$ cat src/rtl/amo_sequencer_pkg.sv
// Shared types for the RV32A atomic sequencer: op selects, FSM states, reservation.
// Optional store/DMA snoop of the reservation is enabled with AMO_STORE_SNOOP_EN.
package amo_sequencer_pkg;

  localparam int unsigned XLEN_P     = 32;
  localparam int unsigned ADDR_W_P   = 32;
  localparam int unsigned RSV_LOG2_P = 2;
  localparam int unsigned TAG_W      = ADDR_W_P - RSV_LOG2_P;

  typedef enum logic [3:0] {
    ASEL_LR       = 4'd0,
    ASEL_SC       = 4'd1,
    ASEL_AMO_SWAP = 4'd2,
    ASEL_AMO_ADD  = 4'd3,
    ASEL_AMO_XOR  = 4'd4,
    ASEL_AMO_AND  = 4'd5,
    ASEL_AMO_OR   = 4'd6,
    ASEL_AMO_MIN  = 4'd7,
    ASEL_AMO_MAX  = 4'd8
  } AextSel;

  typedef enum logic [2:0] {
    IDLE    = 3'd0,
    RD_REQ  = 3'd1,
    RD_WAIT = 3'd2,
    WR_REQ  = 3'd3,
    WR_WAIT = 3'd4,
    DONE    = 3'd5
  } AmoState;

  typedef struct packed {
    logic             valid;
    logic [TAG_W-1:0] tag;
  } Reservation;

endpackage

$ cat src/rtl/amo_sequencer_alu.sv
// Combinational AMO read-modify-write function: new value from old memory word and rs2.
module amo_alu
  import amo_sequencer_pkg::*;
#(
  parameter int unsigned XLEN = XLEN_P
) (
  input  AextSel            asel,
  input  logic              is_unsigned,
  input  logic [XLEN-1:0]   old,
  input  logic [XLEN-1:0]   rs2,
  output logic [XLEN-1:0]   new_val_c
);

  logic lt_c;
  logic gt_c;

  // Strict compares so a tie keeps the old value
  always_comb begin
    if (is_unsigned) begin
      lt_c = rs2 < old;
      gt_c = rs2 > old;
    end else begin
      lt_c = $signed(rs2) < $signed(old);
      gt_c = $signed(rs2) > $signed(old);
    end
  end

  always_comb begin
    new_val_c = rs2;
    case (asel)
      ASEL_AMO_SWAP: new_val_c = rs2;
      ASEL_AMO_ADD:  new_val_c = old + rs2;
      ASEL_AMO_XOR:  new_val_c = old ^ rs2;
      ASEL_AMO_AND:  new_val_c = old & rs2;
      ASEL_AMO_OR:   new_val_c = old | rs2;
      ASEL_AMO_MIN:  new_val_c = lt_c ? rs2 : old;
      ASEL_AMO_MAX:  new_val_c = gt_c ? rs2 : old;
      default:       new_val_c = rs2;
    endcase
  end

endmodule

$ cat src/rtl/amo_sequencer.sv
// RV32A sequencer: LR/SC reservation plus AMO read-modify-write over the data-memory port.
// Define AMO_STORE_SNOOP_EN to add snoop_valid/snoop_addr reservation invalidation.
module amo_sequencer
  import amo_sequencer_pkg::*;
#(
  parameter int unsigned XLEN     = XLEN_P,
  parameter int unsigned ADDR_W   = ADDR_W_P,
  parameter int unsigned RSV_LOG2 = RSV_LOG2_P
) (
  input  logic              clk,
  input  logic              reset,
  input  logic              req_valid,
  output logic              req_ready,
  input  AextSel            req_asel,
  input  logic              req_unsigned,
  input  logic [ADDR_W-1:0] req_addr,
  input  logic [XLEN-1:0]   req_wdata,
  output logic              resp_valid,
  output logic [XLEN-1:0]   resp_data,
  output logic              mem_valid,
  input  logic              mem_ready,
  output logic              mem_wen,
  output logic [ADDR_W-1:0] mem_addr,
  output logic [XLEN-1:0]   mem_wdata,
  input  logic              mem_rvalid,
  input  logic [XLEN-1:0]   mem_rdata,
  input  logic              clear_rsv,
`ifdef AMO_STORE_SNOOP_EN
  input  logic              snoop_valid,
  input  logic [ADDR_W-1:0] snoop_addr,
`endif
  output logic              rsv_valid
);

  AmoState          state;
  Reservation       rsv;
  AextSel           asel_q;
  logic             uns_q;
  logic [XLEN-1:0]  wdata_q;
  logic [XLEN-1:0]  result_q;
  logic [TAG_W-1:0] tag_q;
  logic [TAG_W-1:0] req_tag_c;
  logic [XLEN-1:0]  alu_new_c;
  logic             clear_c;
  logic             sc_ok_c;

  assign req_tag_c = TAG_W'(req_addr >> RSV_LOG2);

`ifdef AMO_STORE_SNOOP_EN
  assign clear_c = clear_rsv ||
                   (snoop_valid && rsv.valid && (TAG_W'(snoop_addr >> RSV_LOG2) == rsv.tag));
`else
  assign clear_c = clear_rsv;
`endif

  // A same-cycle clear beats a matching SC
  assign sc_ok_c   = rsv.valid && !clear_c && (req_tag_c == rsv.tag);
  assign rsv_valid = rsv.valid;

  amo_alu #(.XLEN(XLEN)) u_alu (
    .asel        (asel_q),
    .is_unsigned (uns_q),
    .old         (mem_rdata),
    .rs2         (wdata_q),
    .new_val_c   (alu_new_c)
  );

  always_ff @(posedge clk) begin
    if (reset) begin
      state      <= IDLE;
      rsv        <= '0;
      asel_q     <= ASEL_LR;
      uns_q      <= 1'b0;
      wdata_q    <= '0;
      result_q   <= '0;
      tag_q      <= '0;
      req_ready  <= 1'b1;
      resp_valid <= 1'b0;
      resp_data  <= '0;
      mem_valid  <= 1'b0;
      mem_wen    <= 1'b0;
      mem_addr   <= '0;
      mem_wdata  <= '0;
    end else begin
      // Later assignments below (LR set) take priority over this clear
      if (clear_c) rsv.valid <= 1'b0;
      case (state)
        IDLE: begin
          if (req_valid) begin
            asel_q    <= req_asel;
            uns_q     <= req_unsigned;
            wdata_q   <= req_wdata;
            tag_q     <= req_tag_c;
            req_ready <= 1'b0;
            mem_addr  <= req_addr & ~ADDR_W'(3);
            if (req_asel == ASEL_SC) begin
              rsv.valid <= 1'b0;
              if (sc_ok_c) begin
                state     <= WR_REQ;
                mem_valid <= 1'b1;
                mem_wen   <= 1'b1;
                mem_wdata <= req_wdata;
              end else begin
                state      <= DONE;
                resp_valid <= 1'b1;
                resp_data  <= XLEN'(1);
              end
            end else begin
              state     <= RD_REQ;
              mem_valid <= 1'b1;
              mem_wen   <= 1'b0;
            end
          end
        end
        RD_REQ: begin
          if (mem_ready) begin
            mem_valid <= 1'b0;
            state     <= RD_WAIT;
          end
        end
        RD_WAIT: begin
          if (mem_rvalid) begin
            result_q <= mem_rdata;
            if (asel_q == ASEL_LR) begin
              rsv        <= '{valid: 1'b1, tag: tag_q};
              resp_valid <= 1'b1;
              resp_data  <= mem_rdata;
              state      <= DONE;
            end else begin
              mem_wdata <= alu_new_c;
              mem_valid <= 1'b1;
              mem_wen   <= 1'b1;
              state     <= WR_REQ;
            end
          end
        end
        WR_REQ: begin
          if (mem_ready) begin
            mem_valid <= 1'b0;
            state     <= WR_WAIT;
          end
        end
        WR_WAIT: begin
          if (mem_rvalid) begin
            resp_valid <= 1'b1;
            resp_data  <= (asel_q == ASEL_SC) ? '0 : result_q;
            state      <= DONE;
          end
        end
        DONE: begin
          resp_valid <= 1'b0;
          req_ready  <= 1'b1;
          state      <= IDLE;
        end
        default: state <= IDLE;
      endcase
    end
  end

endmodule

$ cat config.mk
export PLATFORM = sky130hd
export DESIGN_NAME = amo_sequencer
export DESIGN_NICKNAME = d
export VERILOG_FILES = /design/src/rtl/amo_sequencer_pkg.sv /design/src/rtl/amo_sequencer_alu.sv /design/src/rtl/amo_sequencer.sv
export SDC_FILE = /design/constraint.sdc
export NUM_CORES = 1
export LEC_CHECK = 0
export CAP_MARGIN = 30
export CORE_AREA = 2 2 184 186
export DETAILED_ROUTE_END_ITERATION = 8
export DIE_AREA = 0 0 186 188
export GPL_TIMING_DRIVEN = 0
export PLACE_DENSITY_LB_ADDON = 0.08
export SYNTH_ARGS = -nofsm -noshare
export SYNTH_HDL_FRONTEND = slang
export SYNTH_SLANG_ARGS = --single-unit
$ cat constraint.sdc
create_clock -name clk -period 3.28 [get_ports clk]
set_input_delay 0.984 -clock clk [delete_from_list [all_inputs] [get_ports clk]]
set_output_delay 0.984 -clock clk [all_outputs]
set_load 0.02 [all_outputs]
# --- After elaboration in Yosys (flattened, before gate mapping) ---
# Index checks and enable logic that the tools add are counted.
classes:
  add_sub_neg: 1
  n_lt_le_gt_ge: 4
  eq_ne: 26
  mux: 53
  bitwise_logic: 3
  reduce_logical: 21
ops:
  columns: ["operator", "count"]
  rows:
  - ["$mux 32", 14]
  - ["$pmux 32 s6", 1]
  - ["$pmux 32 s3", 1]
  - ["$gt 32x32->1", 2]
  - ["$lt 32x32->1", 2]
  - ["$pmux 32 s2", 1]
  - ["$mux 31", 2]
  - ["$add 32x32->32", 1]
  - ["$and 32x32->32", 1]
  - ["$or 32x32->32", 1]
  - ["$xor 32x32->32", 1]
  - ["$eq 30x30->1", 1]
  - ["$mux 3", 8]
  - ["$mux 1", 20]
  - ["$ne 2x2->1 const B", 10]
  - ["$eq 4x3->1 const B", 4]
  - ["$pmux 3 s5", 1]
  - ["$reduce_and 7->1", 2]
  - ["$reduce_and 6->1", 2]
  - ["$reduce_and 5->1", 2]
  - ["$eq 4x1->1 const B", 2]
  - ["$eq 3x2->1 const B", 2]
  - ["$eq 3x3->1 const B", 2]
  - ["$pmux 1 s2", 3]
  - ["17 further kinds", 22]
totals:
  ff_bits: 201
  elab_cells: 122

# --- Depth between registers and ports, before layout ---
logic_depth:
  ltp_word: 7
  mapped_depth: 14

# --- Modules after synthesis ---
# A second synthesis with hierarchy kept.
unflattened:
  hier_cells: 1740
  hier_area_um2: 13187.6
by_module_without_submodules:
  columns: ["mod", "n_inst", "cells_each", "area_per_inst_um2"]
  rows:
  - ["amo_sequencer", 1, 992, 8246.7]
  - ["amo_alu", 1, 748, 4941.0]

# --- Worst setup path after synthesis ---
# OpenSTA, ideal clock, no wires.
synth_timing:
  path_type: "input port to flip-flop"
  from: "input port mem_rdata[28]"
  to: "register mem_wdata[16]"
  arrival_ns: 3.356
  t_required_ns: 3.146
  setup_slack_ns: -0.210
  stages: 13
  path_buffers: 2
  cell_sequence: "inv_1 > ha_1 > clkbuf_1 > nor4_2 > and2_1 > and4_1 > o41ai_1 > a31oi_2 > a21boi_4 > buf_6 > mux2i_1 > a2111oi_0 > a21oi_1"
synth_via:
  elab_chain_cells: 7
  word_cells_on_any_way: 12
  cone_classes: "order compare (4); mux (8)"
synth_lines:
  columns: ["item", "line_no", "text"]
  rows:
  - ["from (decl)", "amo_sequencer.sv:26", "input logic [XLEN-1:0] mem_rdata,"]
  - ["$gt 32x32->1 (tied with other cells)", "amo_sequencer_alu.sv:24", "gt_c = $signed(rs2) > $signed(old);"]
  - ["$mux 1", "amo_sequencer_alu.sv:19", "if (is_unsigned) begin"]
  - ["$mux 32, on equally long branches", "amo_sequencer_alu.sv:37, amo_sequencer_alu.sv:36", null]
  - ["$pmux 32 s6 *", "amo_sequencer_alu.sv:30", "case (asel)"]
  - ["$mux 32 *", "amo_sequencer.sv:124", "if (asel_q == ASEL_LR) begin"]
  - ["$mux 32 *", "amo_sequencer.sv:122", "if (mem_rvalid) begin"]
  - ["$pmux 32 s2 *", "amo_sequencer.sv:87", "case (state)"]
  - ["to (signal assigned)", "amo_sequencer.sv:102", "mem_wdata <= req_wdata;"]
  - ["to (signal assigned)", "amo_sequencer.sv:130", "mem_wdata <= alu_new_c;"]
  - ["to (decl)", "amo_sequencer.sv:24", "output logic [XLEN-1:0] mem_wdata,"]
# Every way passes the cells marked *; elsewhere a longest branch is shown, timed or not. The select of a mux whose other input is x is not followed.
# A chain may end at the register's enable or synchronous reset.

# --- Final worst setup path ---
layout_timing:
  from: "register state[2]"
  to: "register mem_wdata[17]"
layout_via:
  elab_chain_cells: 3
  word_cells_on_any_way: 10
  cone_classes: "eq/ne (6); mux (1); reduce/logical (3)"
layout_lines:
  columns: ["item", "line_no", "text"]
  rows:
  - ["from (decl)", "amo_sequencer.sv:35", "AmoState state;"]
  - ["from (signal assigned)", "amo_sequencer.sv:70", "state <= IDLE;"]
  - ["from (signal assigned)", "amo_sequencer.sv:99", "state <= WR_REQ;"]
  - ["from (signal assigned)", "amo_sequencer.sv:104", "state <= DONE;"]
  - ["$eq 3x2->1 / $logic_not 3->1 (equally long branches)", "amo_sequencer.sv:87", null]
  - ["$ne 2x2->1 (no line) / $reduce_bool 2->1 (equally long branches)", null, null]
  - ["$reduce_and 6->1 (no line)", null, null]
# Several ways; a longest one is shown, not always the timed one.

==> run metrics <==
mean post-synth cell area 7.48 um^2; status complete, but fails checks; H-tree depth 1; Max Slew Vio Count 0; post-synthesis sequential area ratio 30.7%; Syn Inst Count 1750; clk slew on worst S/H paths 70 ps; gr usage total 31.8%; detailed placement HPWL 41800 um; Comb power frac 50.7%; Placeable Area 33100 um^2; final hold vios 0; async set or reset register ratio after synthesis 0%; initial DRC count 1137; CP cell instances clkbuf_1, or3_1, buf_2, clkbuf_1, clkbuf_1, a31oi_1, o22ai_1, a21o_1; Post-Syn Area 13100 um^2; Crit path max-delay family buffers and inverters; clk buf depth 3; CP Data Arrival Time 3820 ps; pwr dens 706 nW/um^2; worst-margin pin slew 1050 ps; # setup viols final 1; DRC viols 0; Slowest cell on crit path clkbuf_1; Synth cell types 66; Sw Share 42.7%; final setup margin -56.0 ps; Num CTS Buffers 25; clk_lat worst skew 570 ps; initial antenna violation count 4; WP data required 3770 ps; total power 12.8 mW; Worst Path Class, Setup reg2reg; Layout fillers 3166; maximum capacitance violations 0; RSZ-0062 raised after global routing true; Non-Filler Instances 2482; min-delay worst type reg2reg; Buf/Inv on CP 4; cell mode on critical path clkbuf_1; # nets final 2219; Flop pwr share 25.7%; WL/cell 23.0 um; P_sw 5.48 mW; First-pass DRT Iterations 5; clock power share 23.5%; period utilisation layout 102%; CP Max Fanout 10; DP Area 16000 um^2; Main synth FF type dfxtp_1; Vert. Die Dim 188 um; input/output buffers 203; Max-slew headroom 30.2%; VDD IR max 0.000530 V; Via Count 14300; synth warn 0; internal power 7.36 mW; min Tclk post-route 3340 ps; die area 35000 um^2; TritonCTS clock tree yes; critical path's largest stage delay 810 ps; register-to-register path setup slack -60 ps; Die Wd 186 um; crit start category flop; CP Capture Type flop; final WL 57000 um; clk root buf clkbuf_16; first-pass GRT wire length 83700 um; EDFF count, synth 0; Util after Layout 54.9%; clock skew 35.1 ps; GPL Wtd Cong 0.991; Routed Antenna Nets 0; share of cells above drive strength 1 15.0%; synthesis-stage register bit count 201; Site Rows 67; leakage power 6.85 nW; vias per cell 5.77; failing checks setup timing; largest net degree at the start of global routing 14; Starting Density 39.5%; Boundary Pins 208; area grow syn2layout 38.9%; number of global-route vias before repair 13700; Peak Freq 300 MHz; Hold Buf Count CTS 0; global route total overflow 0; DP Cell Count 2405; Fin Hold WS 452 ps; Sink Count 201; post-route cell area 18200 um^2
==> worst reg2reg max path, stage by stage, from the launching register on <==
cell and delay (ps):
dfxtp_1 300, clkbuf_1 450, or3_1 190, buf_2 290
clkbuf_1 810, clkbuf_1 730, a31oi_1 190, o22ai_1 160
a21o_1 120
==> cell usage after synthesis (all sizes together), types with 6 or more instances <==
master	instances	area, um^2
a2111oi	14	129
a211oi	53	398
a21o	20	150
a21oi	200	1000
a221oi	9	78.8
a22oi	42	315
a31oi	28	181
and2	8	50.1
buf	25	138
clkbuf	112	420
dfxtp	201	4020
ha	96	1200
inv	79	297
mux2i	69	691
nand2	344	1290
nand2b	6	37.5
nand3	21	105
nand4	10	62.6
nor2	103	387
nor2b	21	131
nor3	31	155
nor4	14	100
o211ai	10	75.1
o21ai	85	425
o21bai	9	67.6
o221ai	7	61.3
o22ai	13	81.3
o31ai	7	52.6
xnor2	30	263
xor2	13	114
==> area by class of cell <==
cell class / instances / area [um^2] / share of cell area (%)
clock inverter: 8 / 140 / 0.771
multi-input combinational: 1334 / 9190 / 50.5
timing repair buffer: 250 / 2460 / 13.5
antenna: 1 / 2.50 / 0.0138
clock buffer: 37 / 761 / 4.18
inverter: 79 / 329 / 1.81
buffer: 124 / 708 / 3.89
tap: 448 / 561 / 3.08
sequential: 201 / 4030 / 22.2
==> placed cells by master, fill, tap and decap left out, drive strengths merged, types with 14 or more instances in the layout <==
cell           instances
nor2b                 21
dlymetal6s2s          14
nand2                344
clkbuf               139
a21o                  20
xnor2                 30
a2111oi               14
ha                    96
a21oi                200
nor4                  14
a22oi                 42
inv                   81
clkdlybuf4s50        150
buf                   96
nand3                 21
o21ai                 85
dfxtp                201
nor3                  31
mux2i                 69
a211oi                53
nor2                 103
a31oi                 28
==> cell families (layout without fill, tap and decap cells) <==
kind of cell | Yosys count | count (layout) | share of synthesized area, %
and+or+nand+nor | 580 | 580 | 18.9
AOI/OAI and AO/OA | 543 | 543 | 26.3
buffers and inverters | 216 | 498 | 6.53
DFF | 201 | 201 | 30.7
adders and majority gates | 97 | 97 | 9.33
muxes | 69 | 69 | 5.27
xor gates and xnor gates | 43 | 43 | 2.88
other | 1 | 3 | 0.0286
==> timing repair <==
item / in CTS / in global routing
setup buffers: 28 / 14
cloned: 1 / 1
pin swaps: 29 / 50
resized for setup: 327 / 110
endpoints found under the setup margin: 65 / 41
==> layer usage <==
metal  global-route usage [%]  up-vias  wire length (um)
li1                         -     6695                 -
met1                     40.1     6871             23200
met2                     51.3      599             25600
met3                     5.96      142              4680
met4                     16.2        2              3500
met5                        0        -                 7
==> stage by stage <==
| step | setup TNS [ps] | setup slack [ps] |
|---|---|---|
| after floorplan | -229 | -56.5 |
| after global placement | -77890 | -1580 |
| after detailed placement | -78870 | -1570 |
| after CTS | -413 | -61.0 |
| after global routing | -1010 | -113 |
| final | -56.0 | -56.0 |
==> power by group through the flow <==
stage,sequential (mW),combinational (mW),clock [mW]
2_1_floorplan,3.67,3.19,0
3_3_place_gp,3.33,5.74,0
3_5_place_dp,3.34,5.80,0
4_1_cts,3.30,6.26,3.05
5_1_grt,3.36,6.99,3.14
6_report,3.30,6.52,3.02
==> final timing paths <==
| check | startpoint | end | cells after the start |
|---|---|---|---|
| worst max-delay path | state[2]$_SDFFE_PP0P_ | mem_wdata[17]$_SDFFE_PP0P_ | 8 |
| worst min-delay path | result_q[2]$_SDFFE_PP0P_ | result_q[2]$_SDFFE_PP0P_ | 2 |
| worst max register to register | state[2]$_SDFFE_PP0P_ | mem_wdata[17]$_SDFFE_PP0P_ | 8 |
| worst min register to register | result_q[2]$_SDFFE_PP0P_ | result_q[2]$_SDFFE_PP0P_ | 2 |
==> registers in the layout (all words and copies together), names as in the netlist <==
signal and flops:
mem_wdata 32, resp_data 32, result_q 32, wdata_q 32
rsv 30, tag_q 30, asel_q 4, state 3
mem_valid 1, mem_wen 1, req_ready 1, resp_valid 1
rsv_valid 1, uns_q 1
Power figures use the tool's default switching activity.
